===== config.mk =====
export PLATFORM = sky130hd
export DESIGN_NAME = mips_ctrl_pipe
export DESIGN_NICKNAME = d
export VERILOG_FILES = /design/src/rtl/mips_ctrl_pipe.sv
export SDC_FILE = /design/constraint.sdc
export NUM_CORES = 1
export LEC_CHECK = 0
export BUFFER_PORTS_ARGS = -buffer_cell sky130_fd_sc_hd__buf_2
export CORE_ASPECT_RATIO = 1.2
export CORE_MARGIN = 1
export CORE_UTILIZATION = 55
export DETAILED_ROUTE_END_ITERATION = 7
export MAX_ROUTING_LAYER = met4
export PLACE_DENSITY = 0.87
export REMOVE_ABC_BUFFERS = 1
export SLEW_MARGIN = 5
export SYNTH_ARGS = -nofsm -noshare
export SYNTH_HDL_FRONTEND = slang
export SYNTH_SLANG_ARGS = --single-unit

===== constraint.sdc =====
create_clock -name clk -period 2.7 [get_ports clk]
set_clock_uncertainty 0.2 [all_clocks]
set_input_delay 0.135 -clock clk [delete_from_list [all_inputs] [get_ports clk]]
set_output_delay 0.135 -clock clk [all_outputs]
set_load 0.03 [all_outputs]

===== src/rtl/mips_ctrl_pipe.sv =====
// Pipelined control unit: decodes ID into a control bundle carried through ID/EX, EX/MEM, MEM/WB,
// with load-use stall, EX-branch flush and EX-stage forwarding selects.
module mips_ctrl_pipe #(
   parameter int REG_AW       = 5,
   parameter int LINK_REG     = 31,
   parameter bit EN_IMM_LOGIC = 1'b1
) (
   input  logic              clk,
   input  logic              reset,
   input  logic              id_valid,
   input  logic [31:0]       id_instr,
   input  logic              ex_flush,
   output logic              stall,
   output logic              id_jump,
   output logic              id_illegal,
   output logic              ex_alusrc,
   output logic              ex_branch,
   output logic              ex_bne,
   output logic              ex_link,
   output logic [2:0]        ex_aluop,
   output logic [1:0]        fwd_a,
   output logic [1:0]        fwd_b,
   output logic              mem_memread,
   output logic              mem_memwrite,
   output logic              wb_regwrite,
   output logic              wb_memtoreg,
   output logic              wb_link,
   output logic [REG_AW-1:0] wb_dst
);

   localparam logic [5:0] OP_R    = 6'b000000;
   localparam logic [5:0] OP_LW   = 6'b100011;
   localparam logic [5:0] OP_SW   = 6'b101011;
   localparam logic [5:0] OP_BEQ  = 6'b000100;
   localparam logic [5:0] OP_BNE  = 6'b000101;
   localparam logic [5:0] OP_J    = 6'b000010;
   localparam logic [5:0] OP_JAL  = 6'b000011;
   localparam logic [5:0] OP_ADDI = 6'b001000;
   localparam logic [5:0] OP_ANDI = 6'b001100;
   localparam logic [5:0] OP_ORI  = 6'b001101;
   localparam logic [5:0] OP_SLTI = 6'b001010;

   localparam logic [2:0] ALU_ADD   = 3'b000;
   localparam logic [2:0] ALU_SUB   = 3'b001;
   localparam logic [2:0] ALU_FUNCT = 3'b010;
   localparam logic [2:0] ALU_AND   = 3'b011;
   localparam logic [2:0] ALU_OR    = 3'b100;
   localparam logic [2:0] ALU_SLT   = 3'b101;

   typedef struct packed {
      logic              alusrc;
      logic              branch;
      logic              bne;
      logic              link;
      logic [2:0]        aluop;
      logic              memread;
      logic              memwrite;
      logic              regwrite;
      logic              memtoreg;
      logic [REG_AW-1:0] dst;
      logic [REG_AW-1:0] rs;
      logic [REG_AW-1:0] rt;
   } ctl_t;

   logic [5:0]        op;
   logic [REG_AW-1:0] id_rs;
   logic [REG_AW-1:0] id_rt;
   logic [REG_AW-1:0] id_rd;
   logic              legal;
   logic              is_jump;
   logic              uses_rs;
   logic              uses_rt;
   logic              hazard;
   ctl_t              dec;
   ctl_t              id_ex_d;
   ctl_t              ex_q;

   // EX/MEM stage state not exposed as ports
   logic              mem_regwrite;
   logic              mem_memtoreg;
   logic              mem_link;
   logic [REG_AW-1:0] mem_dst;

   // low 11 bits (shamt/funct/imm) are the datapath's business
   logic              unused_instr;
   assign unused_instr = ^id_instr;

   assign op    = id_instr[31:26];
   assign id_rs = id_instr[21 +: REG_AW];
   assign id_rt = id_instr[16 +: REG_AW];
   assign id_rd = id_instr[11 +: REG_AW];

   always_comb begin
      dec     = '0;
      legal   = 1'b0;
      is_jump = 1'b0;
      dec.rs  = id_rs;
      dec.rt  = id_rt;
      case (op)
         OP_R: begin
            legal        = 1'b1;
            dec.dst      = id_rd;
            dec.aluop    = ALU_FUNCT;
            dec.regwrite = 1'b1;
         end
         OP_LW: begin
            legal        = 1'b1;
            dec.dst      = id_rt;
            dec.alusrc   = 1'b1;
            dec.aluop    = ALU_ADD;
            dec.memread  = 1'b1;
            dec.memtoreg = 1'b1;
            dec.regwrite = 1'b1;
         end
         OP_SW: begin
            legal        = 1'b1;
            dec.alusrc   = 1'b1;
            dec.aluop    = ALU_ADD;
            dec.memwrite = 1'b1;
         end
         OP_BEQ, OP_BNE: begin
            legal        = 1'b1;
            dec.branch   = 1'b1;
            dec.bne      = (op == OP_BNE);
            dec.aluop    = ALU_SUB;
         end
         OP_J: begin
            legal        = 1'b1;
            is_jump      = 1'b1;
         end
         OP_JAL: begin
            legal        = 1'b1;
            is_jump      = 1'b1;
            dec.link     = 1'b1;
            dec.dst      = REG_AW'(LINK_REG);
            dec.regwrite = 1'b1;
         end
         OP_ADDI: begin
            legal        = 1'b1;
            dec.dst      = id_rt;
            dec.alusrc   = 1'b1;
            dec.aluop    = ALU_ADD;
            dec.regwrite = 1'b1;
         end
         OP_ANDI, OP_ORI, OP_SLTI: begin
            if (EN_IMM_LOGIC) begin
               legal        = 1'b1;
               dec.dst      = id_rt;
               dec.alusrc   = 1'b1;
               dec.regwrite = 1'b1;
               dec.aluop    = (op == OP_ANDI) ? ALU_AND :
                              (op == OP_ORI)  ? ALU_OR  : ALU_SLT;
            end
         end
         default: begin
            legal = 1'b0;
         end
      endcase
   end

   assign uses_rs = (op != OP_J) && (op != OP_JAL);
   assign uses_rt = (op == OP_R) || (op == OP_SW) || (op == OP_BEQ) || (op == OP_BNE);

   assign hazard = ex_q.memread && (ex_q.dst != '0) && id_valid &&
                   ((uses_rs && (ex_q.dst == id_rs)) || (uses_rt && (ex_q.dst == id_rt)));

   // flush outranks stall: the squashed instruction must not hold the front end
   assign stall      = hazard && !ex_flush;
   assign id_jump    = is_jump && id_valid && !ex_flush;
   assign id_illegal = id_valid && !legal;

   always_comb begin
      id_ex_d = dec;
      if (!id_valid || ex_flush || !legal || hazard) begin
         id_ex_d = '0;
      end
   end

   always_ff @(posedge clk or posedge reset) begin
      if (reset) begin
         ex_q         <= '0;
         mem_memread  <= 1'b0;
         mem_memwrite <= 1'b0;
         mem_regwrite <= 1'b0;
         mem_memtoreg <= 1'b0;
         mem_link     <= 1'b0;
         mem_dst      <= '0;
         wb_regwrite  <= 1'b0;
         wb_memtoreg  <= 1'b0;
         wb_link      <= 1'b0;
         wb_dst       <= '0;
      end else begin
         ex_q         <= id_ex_d;
         mem_memread  <= ex_q.memread;
         mem_memwrite <= ex_q.memwrite;
         mem_regwrite <= ex_q.regwrite;
         mem_memtoreg <= ex_q.memtoreg;
         mem_link     <= ex_q.link;
         mem_dst      <= ex_q.dst;
         wb_regwrite  <= mem_regwrite;
         wb_memtoreg  <= mem_memtoreg;
         wb_link      <= mem_link;
         wb_dst       <= mem_dst;
      end
   end

   assign ex_alusrc = ex_q.alusrc;
   assign ex_branch = ex_q.branch;
   assign ex_bne    = ex_q.bne;
   assign ex_link   = ex_q.link;
   assign ex_aluop  = ex_q.aluop;

   // EX/MEM is the younger result, so it wins over MEM/WB; $0 is never forwarded
   always_comb begin
      fwd_a = 2'b00;
      if (mem_regwrite && (mem_dst != '0) && (mem_dst == ex_q.rs)) begin
         fwd_a = 2'b10;
      end else if (wb_regwrite && (wb_dst != '0) && (wb_dst == ex_q.rs)) begin
         fwd_a = 2'b01;
      end
   end

   always_comb begin
      fwd_b = 2'b00;
      if (mem_regwrite && (mem_dst != '0) && (mem_dst == ex_q.rt)) begin
         fwd_b = 2'b10;
      end else if (wb_regwrite && (wb_dst != '0) && (wb_dst == ex_q.rt)) begin
         fwd_b = 2'b01;
      end
   end

endmodule


Yosys cells after proc, flatten, opt, wreduce, memory -nomap -nowiden

Index checks and enable logic that the tools add are counted.

Multiply operators: 0
Add/subtract/negate cells: 0
Order comparisons: 0
Equality and inequality tests: 18
Shift-type cells: 0
Bitwise gates (word level): 0
Muxes and demuxes: 17
Divide/modulo/power cells: 0
Reductions and logical operators: 37

Operator list:

| kind                                                                   | number |
|---|---|
| 5-bit equality test                                                    | 6 |
| 26-bit two-way mux                                                     | 1 |
| 6-bit by 4-bit equality test with 1-bit output (second input constant) | 4 |
| 1-bit logical AND                                                      | 16 |
| 5-bit one-hot mux with 3 select lines                                  | 1 |
| 5-bit nonzero test                                                     | 3 |
| 6-bit by 2-bit equality test with 1-bit output (second input constant) | 2 |
| 6-bit by 3-bit equality test with 1-bit output (second input constant) | 2 |
| 6-bit equality test (second input constant)                            | 2 |
| 6-bit by 2-bit != test with 1-bit output (second input constant)       | 2 |
| 11-bit OR reduction                                                    | 1 |
| 1-bit two-way mux                                                      | 10 |
| 3-bit one-hot mux with 3 select lines                                  | 1 |
| 1-bit logical OR                                                       | 7 |
| 7-bit OR reduction                                                     | 1 |
| 6-bit logical NOT                                                      | 1 |
| 2-bit two-way mux                                                      | 3 |
| 6-bit OR reduction                                                     | 1 |
| 5-bit OR reduction                                                     | 1 |
| 2-bit OR reduction                                                     | 2 |
| 1-bit logical NOT                                                      | 3 |
| 3-bit two-way mux                                                      | 1 |
| 3-bit OR reduction                                                     | 1 |

Memories: 0
Output and inout port bits: 24
Flip-flop bits (word level): 44
Memory bits (read-only): 0
RAM bits: 0
Bits of input ports: 36
Bits in latches: 0
Logic and storage cells: 94

Longest topological paths before layout

Word-level depth: 9
Mapped depth: 7
Depth with buffers taken out: 5

Worst setup path before layout

OpenSTA, ideal clock, no wires.

Path type: register -> output
Start point: register mem_dst[1]
End point: output port fwd_a[0]
Required time: 2.365 ns
Arrival time: 2.336 ns
Stages on the path, launching flop included: 5
Buffers on the path: 0
Path slack: 0.029 ns
Path through: dfrtp_1 or4_1 o21ai_0 nor4_1 nor4_1

Word-level cells in the longest chain between the ends: 4
Elaborated cells on any way between the ends: 5
Classes of those cells: eq/ne (1); mux (1); reduce/logical (3)

RTL lines:

| item                   | line | RTL |
|---|---|---|
| start, declared        | 82   | `logic [REG_AW-1:0] mem_dst;` |
| start signal, assigned | 199  | `mem_dst <= ex_q.dst;` |
| 5-bit nonzero test     | 216  | `if (mem_regwrite && (mem_dst != '0) && (mem_dst == ex_q.rs)) begin` |
| 1-bit logical AND      | 216  |  |
| 1-bit logical AND *    | 216  |  |
| 2-bit two-way mux *    | 216  |  |
| end, declared          | 21   | `output logic [1:0] fwd_a,` |

Mark *: on every way between the ends. The rest lies on a longest branch, timed or not.

==> impl_summary.log <==
[metrics] area occupied by multi-input gates: 875 um2
[metrics] fraction of final layout cells sized beyond drive strength 1: 0.321
[metrics] Synth Flop Type: sky130_fd_sc_hd__dfrtp_1
[metrics] total CTS buffers: 5
[metrics] outcome: finished, violations left
[metrics] unrepaired setup endpoints after global routing: false
[metrics] most numerous cell types in the synthesized netlist: sky130_fd_sc_hd__dfrtp_1 (42), sky130_fd_sc_hd__xor2_1 (25), sky130_fd_sc_hd__nor2_2 (20), sky130_fd_sc_hd__nor2_1 (16), sky130_fd_sc_hd__a21oi_1 (14)
[metrics] reg2reg setup slack: 490 ps
[metrics] count of nets after finishing: 300
[metrics] source-to-sink clock delay at the later pin of the worst-skew pair: 290 ps
[metrics] library cell with the highest instance count after synthesis: sky130_fd_sc_hd__dfrtp_1
[metrics] final core utilization: 0.749
[metrics] via count of the first global-routing pass: 1462
[metrics] gr busiest metal: met2
[metrics] launching instance or port of the critical path: id_instr[27]
[metrics] final WL: 3970 um
[metrics] horizontal die dimension: 57.8 um
[metrics] Starting DRT DRC Count: 53
[metrics] critical path start-end classification: in -> reg
[metrics] Avg Vias per Cell: 5.22
[metrics] share of the synthesized area in the top cell type: 0.512
[metrics] instance count after placement with tap cells included: 274
[metrics] Final setup viols: 0
[metrics] DR vias: 1577
[metrics] DRC violation count after routing: 4
[metrics] leakage power: 1.43 nW
[metrics] sequential element share of the synthesized area: 0.512
[metrics] antenna violations before repair: 0
[metrics] number of instances resized during post-cts repair: 0
[metrics] reg-to-reg critical path endpoint: ex_q[13]$_DFF_PP0_
[metrics] final period utilization: 0.904
[metrics] MaxCap Viol Count: 0
[metrics] count of final hold-check violations: 0
[metrics] routed wire length per instance: 13.2 um
[metrics] Post-DP HPWL: 2840 um
[metrics] M1 GR Usage: 0.264
[metrics] die height: 68.9 um
[metrics] GRT Total Usage: 0.233
[metrics] cell count of the worst reg-to-reg path: 6
[metrics] number of search-and-repair iterations in the first detailed-routing pass: 7
[metrics] minimum clock period after layout: 2440 ps
[metrics] filler cell count: 255
[metrics] CP Data Arrival Time: 2470 ps
[metrics] Avg Cell Area, Syn: 10.4 um2
[metrics] Yosys Warn Count: 0
[metrics] number of standard cells in the layout, taps in and fillers out: 302
[metrics] total number of clock tree sinks: 42
[metrics] number of setup buffers added after CTS: 0
[metrics] r2r startpoint: ex_q[10]$_DFF_PP0_
[metrics] gr ovfl total: 0
[metrics] I/O pin count: 60
[metrics] Post-synth EDFFs: 0
[metrics] number of instances in the synthesized netlist: 197
[metrics] mapped cell area: 2050 um2
[metrics] master cell of the clock root buffer: sky130_fd_sc_hd__clkbuf_8
[metrics] CTS tree: yes
[metrics] wire length of the first global-routing pass: 6440 um
[metrics] power per cell area: 485 nW/um2
[metrics] Starting Density: 0.594
[metrics] worst supply voltage drop on vdd: 337 uV
[metrics] count of nets left with antenna violations after detail routing: 0
[metrics] area growth from synthesis to layout: 26.0%
[metrics] register bit count reported by yosys: 42
[metrics] Startpoint Class: primary input
[metrics] kind of end point of the critical path: flip-flop
[metrics] Worst-Margin Slew: 506 ps
[metrics] GR met2 Demand/Resource: 0.406
[metrics] largest area contributor in the synthesized netlist: sky130_fd_sc_hd__dfrtp_1
[metrics] count of final max-slew check failures: 0
[metrics] violated checks: design-rule violations
[metrics] largest net degree at the start of global routing: 43
[metrics] CP Capture Point: ex_q[13]$_DFF_PP0_
[metrics] Critical Path Fanout Max: 13
[metrics] worst rel slew slack: 0.663
[metrics] diodes inserted: 0
[metrics] Synth area leaders: sky130_fd_sc_hd__dfrtp_1 (51%), sky130_fd_sc_hd__xor2_1 (11%), sky130_fd_sc_hd__nor2_2 (6.1%), sky130_fd_sc_hd__a21oi_1 (3.4%), sky130_fd_sc_hd__nor2_1 (2.9%)
[metrics] number of unique standard cell types used by synthesis: 36
[metrics] Post-synth ARST share: 1.00
[metrics] total of buffers placed on input and output ports: 48
[metrics] highest attainable clock frequency: 410 MHz
[metrics] register clock-pin slew on the reported worst setup and hold paths: 80 ps
[metrics] floorplan row count: 23
[metrics] Core Area: 3450 um2
[metrics] H-tree lvl count: 2
[metrics] full die area: 3980 um2
[metrics] sequential cell area in the final layout: 1050 um2
[metrics] sum of negative setup slack: 0 ps
[metrics] maximum buffer depth of the clock tree: 2
[metrics] grt met3 use: 0.0448
[metrics] HP Class: in -> reg
[metrics] number of buffers inserted by hold repair at cts: 20
[metrics] global placer's final weighted congestion: 0.858
[metrics] data required time of the worst path: 2730 ps
how the worst min path moves through the flow:
stage	cells past startpoint	end	start	slack, ps
finish	5	ex_q[13]$_DFF_PP0_	id_instr[14]	20
global route	4	ex_link$_DFF_PP0_	id_instr[29]	40
floorplan	2	ex_q[0]$_DFF_PP0_	id_instr[16]	50
global placement	3	ex_bne$_DFF_PP0_	reset	70
detailed placement	3	mem_memwrite$_DFF_PP0_	reset	80
CTS	3	ex_bne$_DFF_PP0_	id_instr[29]	8
layer usage:
layer  part of all wire  routed length [um]  up-vias
li1                   -                   -      790
met1               0.43                1700      729
met2               0.51                2020       52
met3              0.041                 162        6
met4              0.022                  86        0
met5                  0                   0        -
flip-flops by register name (all words and copies together) (netlist names):
register,cells
ex_aluop,3
mem_memwrite,1
mem_link,1
mem_regwrite,1
mem_memread,1
mem_dst,5
wb_memtoreg,1
wb_regwrite,1
wb_link,1
ex_branch,1
ex_q,18
ex_alusrc,1
wb_dst,5
ex_link,1
ex_bne,1
logic make-up after synthesis:
family | synth area share
flops | 0.512
mux | 0.00549
compound gates | 0.0707
xor+xnor | 0.132
simple gates | 0.218
buf+inv | 0.0616
cells in the final DEF (no fill, tap or decap), types with 2 or more instances in the layout:
master,n
sky130_fd_sc_hd__nand2b_1,3
sky130_fd_sc_hd__xnor2_1,6
sky130_fd_sc_hd__buf_2,48
sky130_fd_sc_hd__nor2_2,20
sky130_fd_sc_hd__dfrtp_1,42
sky130_fd_sc_hd__nor4_1,7
sky130_fd_sc_hd__a21oi_1,14
sky130_fd_sc_hd__a31oi_1,2
sky130_fd_sc_hd__buf_4,2
sky130_fd_sc_hd__nand4_2,2
sky130_fd_sc_hd__nand2_1,5
sky130_fd_sc_hd__inv_1,13
sky130_fd_sc_hd__clkbuf_8,5
sky130_fd_sc_hd__or4_1,4
sky130_fd_sc_hd__or3_1,3
sky130_fd_sc_hd__xor2_1,25
sky130_fd_sc_hd__nor3_1,5
sky130_fd_sc_hd__nor2_1,16
sky130_fd_sc_hd__dlygate4sd3_1,20
sky130_fd_sc_hd__o21ai_0,2
sky130_fd_sc_hd__nand3_1,4
worst max-delay path: stages:
cell                            delay, ps
sky130_fd_sc_hd__dlygate4sd3_1        520
sky130_fd_sc_hd__buf_2                180
sky130_fd_sc_hd__and2_1               410
sky130_fd_sc_hd__a211oi_1             170
sky130_fd_sc_hd__nor4_1               330
sky130_fd_sc_hd__nand3_2              300
sky130_fd_sc_hd__buf_4                310
sky130_fd_sc_hd__nor2_2               110
area by class of cell:
type                       count  area share
tap                           37      0.0179
clock inverter                 2      0.0145
sequential                    42       0.406
multi-input combinational    132       0.338
inverter                      13      0.0189
timing repair buffer          70       0.176
clock buffer                   6      0.0281
stage by stage:
stage                     power [mW]  instance area [um2]  setup WS, ps  hold slack, ps
after floorplan                0.714                 1970          29.3            54.9
after global placement         0.759                 2280           517            75.0
after detailed placement       0.762                 2280           491            81.9
after CTS                       1.26                 2590           245            8.15
after global routing            1.30                 2590           121            40.9
final                           1.25                 2590           259            23.1
where the power goes:
part	total, mW	internal (mW)	switching, mW
Clock	0.483	0.276	0.207
Sequential	0.637	0.633	0.00370
Combinational	0.135	0.0593	0.0761
No activity file was read; power rests on OpenSTA's default activity.
